File: config.mk
export PLATFORM = sky130hd
export DESIGN_NAME = frame_address_sequencer
export DESIGN_NICKNAME = d
export VERILOG_FILES = /design/src/rtl/frame_address_sequencer.sv
export SDC_FILE = /design/constraint.sdc
export NUM_CORES = 1
export LEC_CHECK = 0
export CORE_MARGIN = 2
export CORE_UTILIZATION = 50
export DETAILED_ROUTE_END_ITERATION = 6
export PLACE_DENSITY = 0.82
export REMOVE_ABC_BUFFERS = 1
export SETUP_SLACK_MARGIN = 0.3
export SYNTH_ARGS = -nofsm -noshare
export SYNTH_HDL_FRONTEND = slang
export SYNTH_SLANG_ARGS = --single-unit
File: constraint.sdc
create_clock -name clk -period 4.6 [get_ports clk]
set_clock_uncertainty 0.15 [all_clocks]
set_input_delay 0.46 -clock clk [delete_from_list [all_inputs] [get_ports clk]]
set_output_delay 0.46 -clock clk [all_outputs]
set_load 0.02 [all_outputs]
File: src/rtl/frame_address_sequencer.sv
// Animation frame sequencer and texture-ROM address/brightness pipeline for the POV hologram.
// The displayed frame is latched on the strip's first LED request so a strip never tears.
module frame_address_sequencer #(
    parameter int unsigned CLK_FREQ    = 100_000_000,
    parameter int unsigned FPS         = 15,
    parameter int unsigned LED_COUNT   = 52,
    parameter int unsigned TEX_WIDTH   = 64,
    parameter int unsigned NUM_FRAMES  = 30,
    parameter int unsigned PX_W        = 6,
    parameter int unsigned COL_W       = 6,
    parameter int unsigned ROM_LATENCY = 1
) (
    input  logic                                                  clk,
    input  logic                                                  reset_n,
    input  logic [1:0]                                            mode,
    input  logic                                                  restart,
    input  logic                                                  step,
    input  logic                                                  req_valid,
    input  logic [PX_W-1:0]                                       px_num,
    input  logic [COL_W-1:0]                                      col,
    output logic [$clog2(TEX_WIDTH*LED_COUNT*NUM_FRAMES)-1:0]     rom_addr,
    input  logic [23:0]                                           rom_data,
    input  logic [1:0]                                            brightness,
    output logic [23:0]                                           pixel_out,
    output logic                                                  pixel_valid,
    output logic [7:0]                                            frame_idx,
    output logic                                                  frame_tick,
    output logic                                                  done
);

    localparam int unsigned ADDR_W = $clog2(TEX_WIDTH*LED_COUNT*NUM_FRAMES);
    localparam int unsigned CPF    = CLK_FREQ / FPS;
    localparam int unsigned TMR_W  = (CPF > 1) ? $clog2(CPF) : 1;

    localparam logic [TMR_W-1:0]  TMR_LAST   = TMR_W'(CPF - 1);
    localparam logic [7:0]        LAST_FRAME = 8'(NUM_FRAMES - 1);
    localparam logic [ADDR_W-1:0] FRAME_SIZE = ADDR_W'(LED_COUNT * TEX_WIDTH);
    localparam logic [ADDR_W-1:0] ROW_SIZE   = ADDR_W'(TEX_WIDTH);

    typedef enum logic [1:0] {
        MODE_LOOP    = 2'd0,
        MODE_PING    = 2'd1,
        MODE_ONESHOT = 2'd2,
        MODE_HOLD    = 2'd3
    } mode_e;

    typedef enum logic {
        DIR_UP   = 1'b0,
        DIR_DOWN = 1'b1
    } dir_e;

    mode_e            mode_c;
    mode_e            mode_q;
    logic [TMR_W-1:0] timer_q;
    logic [7:0]       frame_q;
    logic [7:0]       frame_d;
    logic [7:0]       disp_frame_q;
    dir_e             dir_q;
    dir_e             dir_d;
    logic             done_q;
    logic             done_d;
    logic             tick;
    logic             advance;
    logic             mode_chg;

    assign mode_c    = mode_e'(mode);
    assign frame_idx = frame_q;
    assign done      = done_q;

    // NOTE: every signal gets a default at the top so no path leaves it unassigned and no latch is inferred.
    always_comb begin
        mode_chg = (mode_c != mode_q);
        tick     = (mode_c != MODE_HOLD) && (timer_q == TMR_LAST);
        advance  = (mode_c == MODE_HOLD) ? step : tick;
        frame_d  = frame_q;
        dir_d    = dir_q;
        done_d   = done_q && !mode_chg;

        if (advance && !done_d) begin
            case (mode_c)
                MODE_PING: begin
                    if (NUM_FRAMES > 1) begin
                        // Reflect at the ends so each endpoint is shown for exactly one frame period.
                        if ((dir_q == DIR_UP && frame_q != LAST_FRAME) || frame_q == 8'd0)
                            frame_d = frame_q + 8'd1;
                        else
                            frame_d = frame_q - 8'd1;
                    end
                    if (frame_d == LAST_FRAME)
                        dir_d = DIR_DOWN;
                    else if (frame_d == 8'd0)
                        dir_d = DIR_UP;
                end
                MODE_ONESHOT: begin
                    frame_d = (frame_q == LAST_FRAME) ? frame_q : frame_q + 8'd1;
                    done_d  = (frame_d == LAST_FRAME);
                end
                default: begin
                    frame_d = (frame_q == LAST_FRAME) ? 8'd0 : frame_q + 8'd1;
                end
            endcase
        end

        if (restart) begin
            frame_d = 8'd0;
            dir_d   = DIR_UP;
            done_d  = 1'b0;
        end
    end

    // NOTE: sequential state uses non-blocking assignments so every register sees pre-edge values.
    always_ff @(posedge clk or negedge reset_n) begin
        if (!reset_n) begin
            mode_q     <= MODE_LOOP;
            timer_q    <= '0;
            frame_q    <= 8'd0;
            dir_q      <= DIR_UP;
            done_q     <= 1'b0;
            frame_tick <= 1'b0;
        end else begin
            mode_q <= mode_c;
            if (restart || mode_c == MODE_HOLD || tick)
                timer_q <= '0;
            else
                timer_q <= timer_q + TMR_W'(1);
            frame_q    <= frame_d;
            dir_q      <= dir_d;
            done_q     <= done_d;
            frame_tick <= (frame_d != frame_q) && !restart;
        end
    end

    logic [7:0]        frame_sel;
    logic              req_in_range;
    logic [ADDR_W-1:0] base_addr;
    logic [ADDR_W-1:0] pix_addr;

    // The first LED of a strip sees the freshly latched frame, not the stale display frame.
    always_comb begin
        frame_sel    = (req_valid && px_num == '0) ? frame_q : disp_frame_q;
        req_in_range = (32'(px_num) < LED_COUNT) && (32'(col) < TEX_WIDTH);
        base_addr    = ADDR_W'(frame_sel) * FRAME_SIZE;
        pix_addr     = base_addr + ADDR_W'(px_num) * ROW_SIZE + ADDR_W'(col);
    end

    logic [ROM_LATENCY:0] vld_pipe;
    logic [ROM_LATENCY:0] blank_pipe;

    always_ff @(posedge clk or negedge reset_n) begin
        if (!reset_n) begin
            disp_frame_q <= 8'd0;
            rom_addr     <= '0;
            vld_pipe     <= '0;
            blank_pipe   <= '0;
            pixel_out    <= '0;
            pixel_valid  <= 1'b0;
        end else begin
            if (req_valid) begin
                rom_addr <= req_in_range ? pix_addr : base_addr;
                if (px_num == '0)
                    disp_frame_q <= frame_q;
            end
            vld_pipe    <= {vld_pipe[ROM_LATENCY-1:0], req_valid};
            blank_pipe  <= {blank_pipe[ROM_LATENCY-1:0], !req_in_range};
            pixel_valid <= vld_pipe[ROM_LATENCY];
            if (vld_pipe[ROM_LATENCY]) begin
                pixel_out <= blank_pipe[ROM_LATENCY] ? 24'd0 :
                             {rom_data[23:16] >> brightness,
                              rom_data[15:8]  >> brightness,
                              rom_data[7:0]   >> brightness};
            end
        end
    end

endmodule

==> qor.csv, run 1 <==
metric,value,unit
Static Leakage,3.22,nW
PD cells,265,mW/mm²
"Max FO, Critical Path",9,
Area Overhead vs Synth,26.4,%
unrepaired setup endpoints after global routing,false,
"Seq/Total Area, Yosys",38.4,%
Mapped Cells,664,
H-tree levels,3,
hold path cells,0,
cell area after synthesis,0.00586,mm²
cell taking the most area after synthesis,dfrtp_1,
worst hold slack,204,ps
critical path type,in -> reg,
clock latency on the worst-skew pair,340,ps
met2 GRT Util,39.1,%
Ports,97,
Post-synth top flop,dfrtp_1,
"Arr. time, crit path",4270,ps
Max Slew Vio Count,0,
Setup-failing EPs final,0,
WL per Instance,16.7,µm
via count,5318,
max-capacitance violation count,0,
Detailed Route Iter0 Violations,451,
Worst Path Buf+Inv,4,
syn_area_per_cell,8.83,µm²
worst-margin pin slew,1230,ps
RD Place Congestion,0.956,
clk buf depth,2,
port bufs,96,
"EDFF count, synth",0,
chain of cells forming the critical path,"clkdlybuf4s50_1, nor4_2, buf_4, nand3_2, buf_6, a21oi_2, inv_1, ha_1, ha_1, ha_1, fa_1, a21o_1, a21oi_2, xnor2_2, nand4_1, xor2_1, xnor2_1, mux2_2",
Synth area leaders,"dfrtp_1, ha_1, xnor2_1",
Reg2Reg Launch Point,frame_idx[1]$_DFF_PN0_,
most common cell in the netlist,dfrtp_1,
antenna violations before repair,0,
Max stage delay on crit path,450,ps
fmax,238,MHz
number of global-route vias before repair,5276,
grt total ovfl,0,
"top cells by count, synth","dfrtp_1, nor2_1, inv_1",
total wire length,15.2,mm
Final Cell Area,0.00741,mm²
Yosys reg bits,90,
number of cell rows,39,
crit-path most repeated cell,ha_1,
clock sinks,90,
worst hold endpoint,vld_pipe[1]$_DFF_PN0_,
Die Y,112,µm
clock-pin slew on the worst setup and hold paths,60,ps
GR peak layer,met2,
Core ar.,0.0114,mm²
# diodes,0,
top cell type's share of synthesized area,38.4,%
CTS tree,done,
"delay-heaviest family, CP",adder cells,
async set-reset flop share out of synthesis,100,%
global-route wire length before repair,24.9,mm
Worst Setup Start Kind,primary input,
Reg2Reg Depth,13,
post-placement cell area,0.00707,mm²
worst reg2reg setup slack,660,ps
Die Width,112,µm
DR pass1 iterations,5,
fin crit period,4200,ps
Initial Utilization,51.3,%
post-route DRC violation count,0,
RR Endpoint,frame_tick$_DFF_PN0_,
share of cells above drive strength 1,10.8,%
hpwl dp,10.9,mm
CTS root buf,clkbuf_16,
met1 usage,31.9,%
die area,0.0126,mm²
Netlist cell types,67,
CTS buffer count,9,
met3 Resource Use GR,4.10,%
YS warnings,0,
vias per inst,5.83,
maximum vdd drop,0.000164,V
largest net degree at the start of global routing,58,
Hold Path Origin,vld_pipe[0]$_DFF_PN0_,
slowest CP cell,clkdlybuf4s50_1,
Slew headroom,17.7,%
Hold Crit Class,reg -> reg,
Setup crit end kind,flip-flop,
"Data required, critical path",4670,ps
final worst path period share,91.2,%
total power,0.00197,W
status,finished clean,
Final nets,840,
Routed Antenna Nets,0,
Total GRT Usage,23.9,%
Final Hold Viols,0,
## stage by stage
step	instances	util (%)	setup TNS (ps)	setup slack (ps)
2_1_floorplan	625	-	0	316
6_report	912	64.9	0	403
3_5_place_dp	895	61.9	-73.1	-73.1
4_1_cts	910	64.4	0	322
3_3_place_gp	895	61.9	0	65.2
5_1_grt	912	64.9	0	231
## layout by cell type (no fill, tap or decap), drive strengths merged, types with 4 or more instances in the layout
cell	netlist	layout
clkbuf	29	12
clkdlybuf4s50	0	93
and3	5	5
mux2i	17	17
dfrtp	90	90
nor4	8	8
inv	61	61
xor2	15	15
o21ai	37	37
nor3	7	7
a211oi	9	9
xnor2	34	34
nand3	28	28
a21oi	41	41
a22oi	8	8
a31oi	5	5
o22ai	21	21
nand4	11	11
nor2	64	64
buf	10	34
fa	5	5
mux2	14	14
nand2	49	49
ha	24	24
or3	4	4
nor2b	11	11
## logic make-up after synthesis
group	after synthesis	synth area share (%)
DFF	90	38.4
and+or+nand+nor	210	17.9
adders and majority gates	29	6.83
muxes	31	5.59
xor gates and xnor gates	49	7.32
buffers and inverters	100	6.75
AOI/OAI and AO/OA	155	17.2
## metal layers
layer | vias up | share of wire (%)
met1 | 2540 | 43
met2 | 213 | 48
met4 | 0 | 2.4
met3 | 40 | 5.9
met5 | - | 0
li1 | 2525 | -
## power breakdown
part           internal, W  switching (W)  leakage [nW]
clock             0.000376       0.000301         0.121
combinational     0.000194       0.000225          1.92
sequential        0.000840      0.0000297          1.18
## how the worst max path moves through the flow
stage	startpoint	endpoint	slack [ps]	depth (start not counted)
4_1_cts	px_num[1]	rom_addr[16]$_DFFE_PN0P_	320	18
5_1_grt	px_num[4]	rom_addr[16]$_DFFE_PN0P_	230	18
3_3_place_gp	px_num[4]	rom_addr[16]$_DFFE_PN0P_	70	18
6_report	px_num[4]	rom_addr[16]$_DFFE_PN0P_	400	18
2_1_floorplan	px_num[4]	rom_addr[16]$_DFFE_PN0P_	320	13
3_5_place_dp	px_num[4]	rom_addr[16]$_DFFE_PN0P_	-70	18
## final cells by class
cell class	instances	area, µm²
Multi-Input combinational cell	474	3260
Clock inverter	2	15.0
Clock buffer	12	246
Sequential cell	90	2250
Inverter	61	229
Tap cell	143	179
Timing Repair Buffer	130	1220
Fill cell	923	4010
## flip-flops by register name, indices dropped and copies added, names as in the netlist
name	count
blank_pipe	2
dir_q	1
disp_frame_q	8
done	1
frame_idx	8
frame_tick	1
mode_q	2
pixel_out	24
pixel_valid	1
rom_addr	17
timer_q	23
vld_pipe	2
## repair_timing
item / 4_1_cts / 5_1_grt
resized for setup: 4 / 8
hold endpoints to repair: 33 / 0
setup endpoints to repair: 1 / 2
hold buffers: 1 / 0
setup buffers: 0 / 2
pin swaps: 2 / 2
No activity file was read; power rests on OpenSTA's default activity.
==> inputs of run 2 (changes only) <==
- ABC_CLOCK_PERIOD_IN_PS: not set -> 3850
- CORE_UTILIZATION: 50 -> 49
- PLACE_DENSITY: 0.82 -> 0.83
- clock period: 4.6 -> 3.85 ns (I/O delays scaled with it)
==> run 2 against run 1 <==
  * The run now ends with DRC, hold timing left
  * Wire length is 6.5% higher
  * Count of clock-buffer cells in the layout stayed put
  * Sequential power is 20% higher
  * Hold slack worse by 210 ps
  * Non-clock buffer count is 23 higher
  * Via count is 4.1% higher
  * Flip-flop and latch count stayed put
  * Setup slack worse by 340 ps
  * Die area is 2.0% higher
  * Global-route usage is 1.9 points higher
  * Largest cell class unchanged
  * Largest power group unchanged
==> qor.csv, run 2 (same netlist as run 1, synthesis figures left out) <==
metric,value,unit,change
fin crit period,3790,ps,
final worst path period share,98.4,%,
status,finished with violations,,
number of cell rows,39,,unchanged
CTS root buf,clkbuf_16,,
Worst Setup Start Kind,primary input,,
most frequent cells in the layout,"dfrtp_1, clkdlybuf4s50_1, nor2_1, inv_1, buf_4",,
Initial Utilization,50.7,%,-0.65 points
# diodes,0,,unchanged
Die Y,113,µm,+0.98%
Final Hold Viols,14,,+14
Detailed Route Iter0 Violations,469,,+4.0%
global-route wire length before repair,26.9,mm,+8.1%
vias per inst,5.91,,+1.4%
antenna violations before repair,0,,unchanged
biggest registers after layout,"pixel_out: 24 flops, timer_q: 23 flops, rom_addr: 17 flops",,
clock-pin slew on the worst setup and hold paths,70,ps,about the same
Ports,97,,unchanged
Static Leakage,3.32,nW,+3.3%
fmax,264,MHz,
Register Area,0.00225,mm²,about the same
Setup-failing EPs final,0,,unchanged
critical path type,in -> reg,,
max-capacitance violation count,0,,unchanged
clock sinks,90,,unchanged
worst hold slack,-9.86,ps,-214 ps
Slew headroom,19.9,%,+2.1 points
WL per Instance,17.3,µm,+3.8%
worst-margin pin slew,1200,ps,-31.9 ps
total wire length,16.2,mm,+6.5%
largest net degree at the start of global routing,68,,+17%
Routed Antenna Nets,0,,unchanged
"commonest non-fill, non-tap cell in the layout",dfrtp_1,,
grt total ovfl,0,,unchanged
Total GRT Usage,25.9,%,+1.9 points
via count,5535,,+4.1%
Hold Crit Class,in -> async,,
CTS buffer count,9,,unchanged
max FFs per register,24,,unchanged
CTS tree,done,,
DR pass1 iterations,7,,+2
Final nets,863,,+2.7%
Fillers,905,,-2.0%
maximum vdd drop,0.000210,V,+28%
Biggest register,pixel_out,,
share of cells above drive strength 1,15.5,%,+4.7 points
port bufs,96,,unchanged
H-tree levels,3,,unchanged
number of global-route vias before repair,5583,,+5.8%
unrepaired setup endpoints after global routing,true,,
total power,0.00239,W,+22%
PD cells,312,mW/mm²,+17%
Max Slew Vio Count,0,,unchanged
Core ar.,0.0116,mm²,+1.3%
RD Place Congestion,0.951,,-0.52%
hpwl dp,11.7,mm,+7.3%
"Data required, critical path",3930,ps,-740 ps
die area,0.0129,mm²,+2.0%
"Arr. time, crit path",3870,ps,-400 ps
post-route DRC violation count,1,,+1
clk buf depth,2,,unchanged
Area Overhead vs Synth,30.9,%,
Setup crit end kind,flip-flop,,
clock latency on the worst-skew pair,340,ps,about the same
area of the multi-input gates,0.00336,mm²,+2.9%
hold buffers post-CTS,0,,-1
"Max FO, Critical Path",4,,-5
failing checks,"DRC, hold timing",,
Die Width,113,µm,+0.98%
==> run 2: worst paths after layout <==
kind                                        startpoint                       end  slack (ps)  cells past startpoint
max in group asynchronous                      reset_n    frame_idx[0]$_DFF_PN0_        2660                      2
min in group clk                             px_num[1]   rom_addr[7]$_DFFE_PN0P_         140                      3
setup reg to reg           disp_frame_q[1]$_DFFE_PN0P_  rom_addr[16]$_DFFE_PN0P_         350                     13
setup / recovery                             px_num[1]  rom_addr[16]$_DFFE_PN0P_          60                     18
hold reg to reg                blank_pipe[0]$_DFF_PN0_   blank_pipe[1]$_DFF_PN0_         210                      0
hold / removal                                 reset_n            done$_DFF_PN0_         -10                      1
==> run 2: report_power, final <==
group / leakage [nW] / switching (W) / internal [W] / total, W
clock network: 0.125 / 0.000363 / 0.000455 / 0.000818
logic: 2.02 / 0.000284 / 0.000250 / 0.000535
registers: 1.18 / 0.0000340 / 0.00100 / 0.00104
total: 3.32 / 0.000681 / 0.00171 / 0.00239
==> run 2: cell type report <==
class | count | share of cell area [%]
Sequential cell | 90 | 29.4
Timing Repair Buffer | 153 | 18.0
Multi-Input combinational cell | 474 | 43.8
Clock inverter | 3 | 0.310
Clock buffer | 12 | 3.21
Tap cell | 143 | 2.33
Inverter | 61 | 2.98
==> run 2: repair_timing <==
action,in CTS,in global routing
setup buffers,1,0
endpoints found under the setup margin,6,5
pin swaps,12,5
cloned,0,0
resized for setup,44,8
==> run 2: layer usage <==
metal  global-route usage [%]  routed length [µm]  vias up
li1                         -                   -     2573
met1                     32.4                6690     2711
met2                     45.2                8220      200
met3                     3.91                 822       51
met4                     9.67                 445        0
met5                        0                   0        -
==> run 2: through the flow <==
stage	cells	setup slack, ps	instance area (µm²)	util (%)	setup TNS [ps]
finish	936	60.2	7670	66.3	0
global route	936	-39.4	7670	66.3	-39.4
CTS	936	148	7640	66.1	0
detailed placement	920	-895	7260	62.8	-2920
global placement	920	-710	7260	62.8	-2230
floorplan	625	-359	5690	-	-377
==> run 2: critical path, stage by stage <==
cell	delay, ps
buf_6	100
nor4_4	280
buf_4	180
nand3_4	100
buf_6	150
mux2_4	330
ha_4	280
inv_2	30
fa_1	500
inv_2	50
ha_4	230
a21o_1	220
a21oi_4	160
xnor2_2	140
nand4_1	140
xor2_1	190
xnor2_1	140
mux2_4	260
